===== config.mk =====
export PLATFORM = sky130hd
export DESIGN_NAME = soc_bootcopy_ahb3
export DESIGN_NICKNAME = d
export VERILOG_FILES = /design/src/rtl/soc_ahb3_pkg.sv /design/src/rtl/soc_bootcopy_ahb3.sv
export SDC_FILE = /design/constraint.sdc
export NUM_CORES = 1
export LEC_CHECK = 0
export CAP_MARGIN = 10
export CORE_ASPECT_RATIO = 1.4
export CORE_MARGIN = 10
export CORE_UTILIZATION = 46
export DETAILED_ROUTE_END_ITERATION = 8
export GPL_ROUTABILITY_DRIVEN = 0
export PLACE_DENSITY_LB_ADDON = 0.15
export SLEW_MARGIN = 20
export SYNTH_ARGS = -nofsm -noshare
export SYNTH_HDL_FRONTEND = slang
export SYNTH_SLANG_ARGS = --single-unit

===== constraint.sdc =====
create_clock -name clk -period 3.47 [get_ports clk]
set_clock_uncertainty 0.2 [all_clocks]
set_input_delay 0.694 -clock clk [delete_from_list [all_inputs] [get_ports clk]]
set_output_delay 0.694 -clock clk [all_outputs]
set_load 0.05 [all_outputs]

===== src/rtl/soc_ahb3_pkg.sv =====
// Shared AHB3-Lite encodings for bus initiators and targets in this SoC.
package soc_ahb3_pkg;

    localparam logic [1:0] HTRANS_IDLE   = 2'b00;
    localparam logic [1:0] HTRANS_BUSY   = 2'b01;
    localparam logic [1:0] HTRANS_NONSEQ = 2'b10;
    localparam logic [1:0] HTRANS_SEQ    = 2'b11;

    localparam logic [2:0] HSIZE_WORD      = 3'b010;
    localparam logic [2:0] HBURST_SINGLE   = 3'b000;
    localparam logic [3:0] HPROT_DATA_PRIV = 4'b0011;

endpackage


===== src/rtl/soc_bootcopy_ahb3.sv =====
// Boot copy engine: moves WORDS words from boot ROM to RAM over AHB3-Lite,
// one non-overlapped single transfer at a time, holding the core until done.
module soc_bootcopy_ahb3
    import soc_ahb3_pkg::*;
#(
    parameter int              PLEN     = 32,
    parameter int              XLEN     = 32,
    parameter logic [PLEN-1:0] SRC_ADDR = 32'h0000_0000,
    parameter logic [PLEN-1:0] DST_ADDR = 32'h8000_0000,
    parameter int              WORDS    = 64
) (
    input  logic            clk,
    input  logic            rst,
    input  logic            start_i,
    output logic            busy_o,
    output logic            done_o,
    output logic            error_o,
    output logic            core_hold_o,
    output logic            ahb3_hsel_o,
    output logic [PLEN-1:0] ahb3_haddr_o,
    output logic [XLEN-1:0] ahb3_hwdata_o,
    output logic            ahb3_hwrite_o,
    output logic [2:0]      ahb3_hsize_o,
    output logic [2:0]      ahb3_hburst_o,
    output logic [3:0]      ahb3_hprot_o,
    output logic [1:0]      ahb3_htrans_o,
    output logic            ahb3_hmastlock_o,
    input  logic [XLEN-1:0] ahb3_hrdata_i,
    input  logic            ahb3_hready_i,
    input  logic            ahb3_hresp_i
);

    typedef enum logic [2:0] {
        S_IDLE, S_RD_ADDR, S_RD_DATA, S_WR_ADDR, S_WR_DATA, S_DONE, S_ERROR
    } state_t;

    // A zero-word build still needs a one-bit counter to be legal.
    localparam int            CW   = (WORDS > 0) ? $clog2(WORDS + 1) : 1;
    localparam logic [CW-1:0] LAST = CW'((WORDS > 0) ? WORDS - 1 : 0);

    state_t          state_reg, state_next;
    logic [CW-1:0]   cnt_reg, cnt_next;
    logic [XLEN-1:0] buf_reg, buf_next;
    logic [PLEN-1:0] haddr_reg, haddr_next;

    function automatic logic [PLEN-1:0] word_off(input logic [CW-1:0] c);
        return PLEN'(c) << 2;
    endfunction

    always_ff @(posedge clk or negedge rst) begin
        if (!rst) begin
            state_reg <= S_IDLE;
            cnt_reg   <= '0;
            buf_reg   <= '0;
            haddr_reg <= '0;
        end else begin
            state_reg <= state_next;
            cnt_reg   <= cnt_next;
            buf_reg   <= buf_next;
            haddr_reg <= haddr_next;
        end
    end

    // The next address is loaded one edge early so haddr is a plain register.
    always_comb begin
        state_next = state_reg;
        cnt_next   = cnt_reg;
        buf_next   = buf_reg;
        haddr_next = haddr_reg;
        case (state_reg)
            S_IDLE, S_DONE, S_ERROR: begin
                if (start_i) begin
                    cnt_next = '0;
                    if (WORDS == 0) begin
                        state_next = S_DONE;
                    end else begin
                        state_next = S_RD_ADDR;
                        haddr_next = SRC_ADDR;
                    end
                end
            end
            S_RD_ADDR: begin
                if (ahb3_hready_i) state_next = S_RD_DATA;
            end
            S_RD_DATA: begin
                if (ahb3_hready_i) begin
                    if (ahb3_hresp_i) begin
                        state_next = S_ERROR;
                    end else begin
                        buf_next   = ahb3_hrdata_i;
                        haddr_next = DST_ADDR + word_off(cnt_reg);
                        state_next = S_WR_ADDR;
                    end
                end
            end
            S_WR_ADDR: begin
                if (ahb3_hready_i) state_next = S_WR_DATA;
            end
            S_WR_DATA: begin
                if (ahb3_hready_i) begin
                    if (ahb3_hresp_i) begin
                        state_next = S_ERROR;
                    end else if (cnt_reg == LAST) begin
                        state_next = S_DONE;
                    end else begin
                        cnt_next   = cnt_reg + 1'b1;
                        haddr_next = SRC_ADDR + word_off(cnt_reg + 1'b1);
                        state_next = S_RD_ADDR;
                    end
                end
            end
            default: state_next = S_IDLE;
        endcase
    end

    logic addr_phase;
    assign addr_phase = (state_reg == S_RD_ADDR) || (state_reg == S_WR_ADDR);

    assign busy_o           = addr_phase || (state_reg == S_RD_DATA) || (state_reg == S_WR_DATA);
    assign done_o           = (state_reg == S_DONE);
    assign error_o          = (state_reg == S_ERROR);
    assign core_hold_o      = (state_reg != S_DONE);
    assign ahb3_hsel_o      = addr_phase;
    assign ahb3_htrans_o    = addr_phase ? HTRANS_NONSEQ : HTRANS_IDLE;
    assign ahb3_haddr_o     = haddr_reg;
    assign ahb3_hwdata_o    = buf_reg;
    assign ahb3_hwrite_o    = (state_reg == S_WR_ADDR) || (state_reg == S_WR_DATA);
    assign ahb3_hsize_o     = HSIZE_WORD;
    assign ahb3_hburst_o    = HBURST_SINGLE;
    assign ahb3_hprot_o     = HPROT_DATA_PRIV;
    assign ahb3_hmastlock_o = 1'b0;

endmodule


# After elaboration in Yosys (flattened, before gate mapping)
# Cells that the tools add are included.
# word_totals
output_inout_bits	83
inputBits	37
regBits	74
ramBits	0
rom_bits	0
memories	0
latchBits	0
# op_classes
div	0
add_sub_neg	2
n_reduce_logical	12
muxes	22
bitwise_logic	1
n_shift	0
n_eq_ne	16
multipliers	0
n_lt_le_gt_ge	0
# ops
op	n
$mux 32	6
$pmux 32 s3	1
$add 32x9->32 const A	1
$mux 7	4
$mux 3	8
$ne 2x2->1 const B	8
$pmux 3 s5	1
$pmux 7 s2	1
$reduce_and 5->1	2
$eq 3x3->1 const B	3
$add 7x1->7 const B	1
$eq 7x6->1 const B	1
$reduce_and 7->1	1
$eq 3x2->1 const B	2
$logic_or 1x1->1	4
$eq 3x1->1 const B	1
$logic_not 3->1	1
$ne 3x3->1 const B	1
$reduce_and 3->1	1
$reduce_bool 3->1	1
$reduce_or 3->1	1
$mux 2	1
$reduce_bool 2->1	1
$not 1->1	1

# Logic depth before layout (Yosys ltp)
# depth
word_depth	5
mapped_depth	6

# Worst setup path after synthesis
# OpenSTA, ideal clock, no wires.
# synth_timing
kind	register to output
from	reg state_reg[0]
to	out ahb3_htrans_o[1]
path_stages_with_launch	5
t_arrival_ns	1.932
path_slack_ns	0.644
n_path_buf	3
cell_sequence	dfrtp_1 > buf_2 > clkbuf_1 > nor2b_1 > buf_4
# synth_via
elab_chain_len	3
elab_cells_between_ends	4
cone_classes	2 x eq/ne; 1 x mux; 1 x reduce/logical
# synth_lines
item	line	source
from (decl)	soc_bootcopy_ahb3.sv:41	state_t state_reg, state_next;
from (signal assigned)	soc_bootcopy_ahb3.sv:57	state_reg <= state_next;
$eq 3x1->1 / $eq 3x2->1 (equally long branches)	soc_bootcopy_ahb3.sv:117	assign addr_phase = (state_reg == S_RD_ADDR) || (state_reg == S_WR_ADDR);
$logic_or 1x1->1 (*)	soc_bootcopy_ahb3.sv:117	
named net ahb3_hsel_o	soc_bootcopy_ahb3.sv:19	output logic ahb3_hsel_o,
$mux 2 (*)	soc_bootcopy_ahb3.sv:124	assign ahb3_htrans_o = addr_phase ? HTRANS_NONSEQ : HTRANS_IDLE;
to (decl)	soc_bootcopy_ahb3.sv:26	output logic [1:0] ahb3_htrans_o,
# Mark *: on every way through the listed nets, which the timed path passes. The rest lies on a longest branch.

# Worst setup path in the final report
# layout_timing
from	reg state_reg[1]
to	out ahb3_hwrite_o
# layout_via
elab_chain_len	2
elab_cells_between_ends	3
cone_classes	2 x eq/ne; 1 x reduce/logical
# layout_lines
item	line	source
$eq 3x2->1 / $eq 3x3->1 (equally long branches)	soc_bootcopy_ahb3.sv:127	assign ahb3_hwrite_o = (state_reg == S_WR_ADDR) || (state_reg == S_WR_DATA);
$logic_or 1x1->1 (*)	soc_bootcopy_ahb3.sv:127	
to (decl)	soc_bootcopy_ahb3.sv:22	output logic ahb3_hwrite_o,
# Mark *: on every way between the ends. The rest lies on a longest branch, timed or not.

==> impl_metrics.env <==
export IMPL_max_cap_violations=0
export IMPL_rsz0062_at_grt="false"
export IMPL_grt_pass1_vias=2042
export IMPL_crit_arrival_ps=2140
export IMPL_slew_headroom_pct=63.9
export IMPL_yosys_warnings=0
export IMPL_fillers=490
export IMPL_antenna_found_initial=0
export IMPL_top_usage_layer="met2"
export IMPL_hold_viol=0
export IMPL_tritoncts="yes"
export IMPL_nNetsFinal=356
export IMPL_path_clk_slew_ps=90
export IMPL_whs_ps=88.8
export IMPL_pre_cts_ws_ps=747
export IMPL_syn_area_sq_um=2720
export IMPL_routed_wl_microns=6420
export IMPL_grt_pass1_wl_microns=10500
export IMPL_synthDistinctLibCells=48
export IMPL_cts_setup_buffers=0
export IMPL_worstSetupEndpointType="output pin"
export IMPL_synth_edf_count=0
export IMPL_post_route_min_period_ps=3030
export IMPL_cts_sinks=50
export IMPL_startpoint_type="register"
export IMPL_placed_cell_area_sq_um=3450
export IMPL_die_h_microns=111
export IMPL_row_count=33
export IMPL_dp_hpwl_microns=4940
export IMPL_crit_type="reg -> out"
export IMPL_cts_inserted_buffers=5
export IMPL_postSynthCellCount=241
export IMPL_mostFrequentLayoutCell="clkdlybuf4s50_1"
export IMPL_fin_util_pct=61.1
export IMPL_area_growth_pct=30.6
export IMPL_core_area_sq_um=5820
export IMPL_fin_ws_ps=439
export IMPL_wl_per_cell_microns=16.5
export IMPL_clockBufferDepth=2
export IMPL_worstMarginPinSlew_ps=540
export IMPL_drt_drc_violations_left=0
export IMPL_use_met2_pct=21.4
export IMPL_worstPathRequired_ps=2580
export IMPL_crit_path_max_fanout=12
export IMPL_vdd_drop_max_mv=0.594
export IMPL_synth_ff_type="dfrtp_1"
export IMPL_cts_resized=0
export IMPL_finalInstanceArea_sq_um=3550
export IMPL_drv_slew=0
export IMPL_ctsHoldBuffers=0
export IMPL_worstSkewPairLatency_ps=300
export IMPL_grt_max_degree=36
export IMPL_largest_reg_flops=32
export IMPL_finalSetupTns_ps=0
export IMPL_dieArea_sq_um=9440
export IMPL_seq_area_frac_synth_pct=46.0
export IMPL_max_freq_mhz=330
export IMPL_io_buffers=83
export IMPL_period_share_pct=87.4
export IMPL_grt_overflow=0
export IMPL_drtIter0Drc=81
export IMPL_status="finished, final reports clean"
export IMPL_final_antenna_net_count=0
export IMPL_hold_class="in -> async"
export IMPL_yosys_register_bits=50
export IMPL_h_tree_depth=2
export IMPL_use_met1_pct=15.1
export IMPL_fp_dieW_microns=85.0
export IMPL_pin_count=120
export IMPL_firstDrtPassIters=4
export IMPL_met3_usage_pct=6.32
export IMPL_diodes=0
export IMPL_grt_usage_pct=13.4
export IMPL_via_count=1974
export IMPL_reg2reg_slack_ps=1150
export IMPL_powerDensity_nw_per_um2=954
export IMPL_power_leakage_nw=1.55
export IMPL_vias_per_cell=5.07
export IMPL_initial_utilization_pct=46.8
export IMPL_drive_above_1_share_pct=19.7
export IMPL_finalSetupViolCount=0
export IMPL_synth_avg_cell_area_sq_um=11.3
export IMPL_synthArstFlopShare_pct=100
export IMPL_final_cell_mix="clkdlybuf4s50_1 (82), dfrtp_1 (50), mux2_2 (40)"
export IMPL_cts_root_buf="clkbuf_8"
-- synthesized netlist by cell type, types with 5 or more instances --
cell type	count	area [sq um]
dfrtp_1	50	1250
mux2_2	40	450
buf_4	39	293
o21ai_0	10	50.1
buf_2	8	40.0
a31oi_1	7	43.8
nand2_1	7	26.3
a21oi_1	6	30.0
inv_1	6	22.5
nor2_1	6	22.5
clkbuf_1	5	18.8
nand2b_1	5	31.3
-- power breakdown --
group | internal [mW] | switching, mW
logic | 0.740 | 1.38
registers | 0.794 | 0.103
clock network | 0.183 | 0.189
total | 1.72 | 1.67
-- path summary, 6_finish.rpt --
kind,cells past startpoint,from,endpoint
max in group asynchronous,2,rst,ahb3_hwdata_o[20]
min in group clk,1,ahb3_hwdata_o[31],ahb3_hwdata_o[31]
worst min register to register,1,ahb3_hwdata_o[31],ahb3_hwdata_o[31]
worst max-delay path,3,state_reg[1],ahb3_hwrite_o
worst min-delay path,1,rst,ahb3_haddr_o[5]
worst max register to register,5,cnt_reg[0],ahb3_haddr_o[3]
-- metal layers --
layer  routed length, microns  up-vias
li1                         -      931
met1                     2440      953
met2                     3270       88
met3                      665        2
met4                       42        0
met5                        0        -
-- metrics by stage --
stage / std cells / total power [mW]
finish: 389 / 3.39
global route: 389 / 3.57
CTS: 389 / 3.43
detailed placement: 381 / 3.05
global placement: 381 / 3.03
floorplan: 275 / 2.42
-- critical path, stage by stage, from the launching register on --
cell	delay, ps
dfrtp_1	390
or3b_4	490
o21ai_0	120
clkdlybuf4s50_1	840
-- cell families (layout without fill, tap and decap cells) --
group | count (synthesis) | after routing | synth area share [%]
flip-flops | 50 | 50 | 46.0
XOR/XNOR | 1 | 1 | 0.322
adder cells (fa/ha/maj) | 1 | 1 | 0.459
AO/OA/AOI/OAI | 44 | 44 | 11.7
other | 2 | 36 | 0.276
AND/OR/NAND/NOR | 40 | 40 | 9.33
multiplexers | 43 | 43 | 17.6
buffers and inverters | 60 | 104 | 14.3
-- cell type report --
class | count | area [sq um] | area share, %
clock buffer | 7 | 96.3 | 2.71
clock inverter | 1 | 8.76 | 0.246
inverter | 6 | 22.5 | 0.634
multi-input combinational | 165 | 1210 | 34.0
sequential | 50 | 1250 | 35.2
tap | 70 | 87.6 | 2.46
timing repair buffer | 90 | 878 | 24.7
No activity file was read; power rests on OpenSTA's default activity.
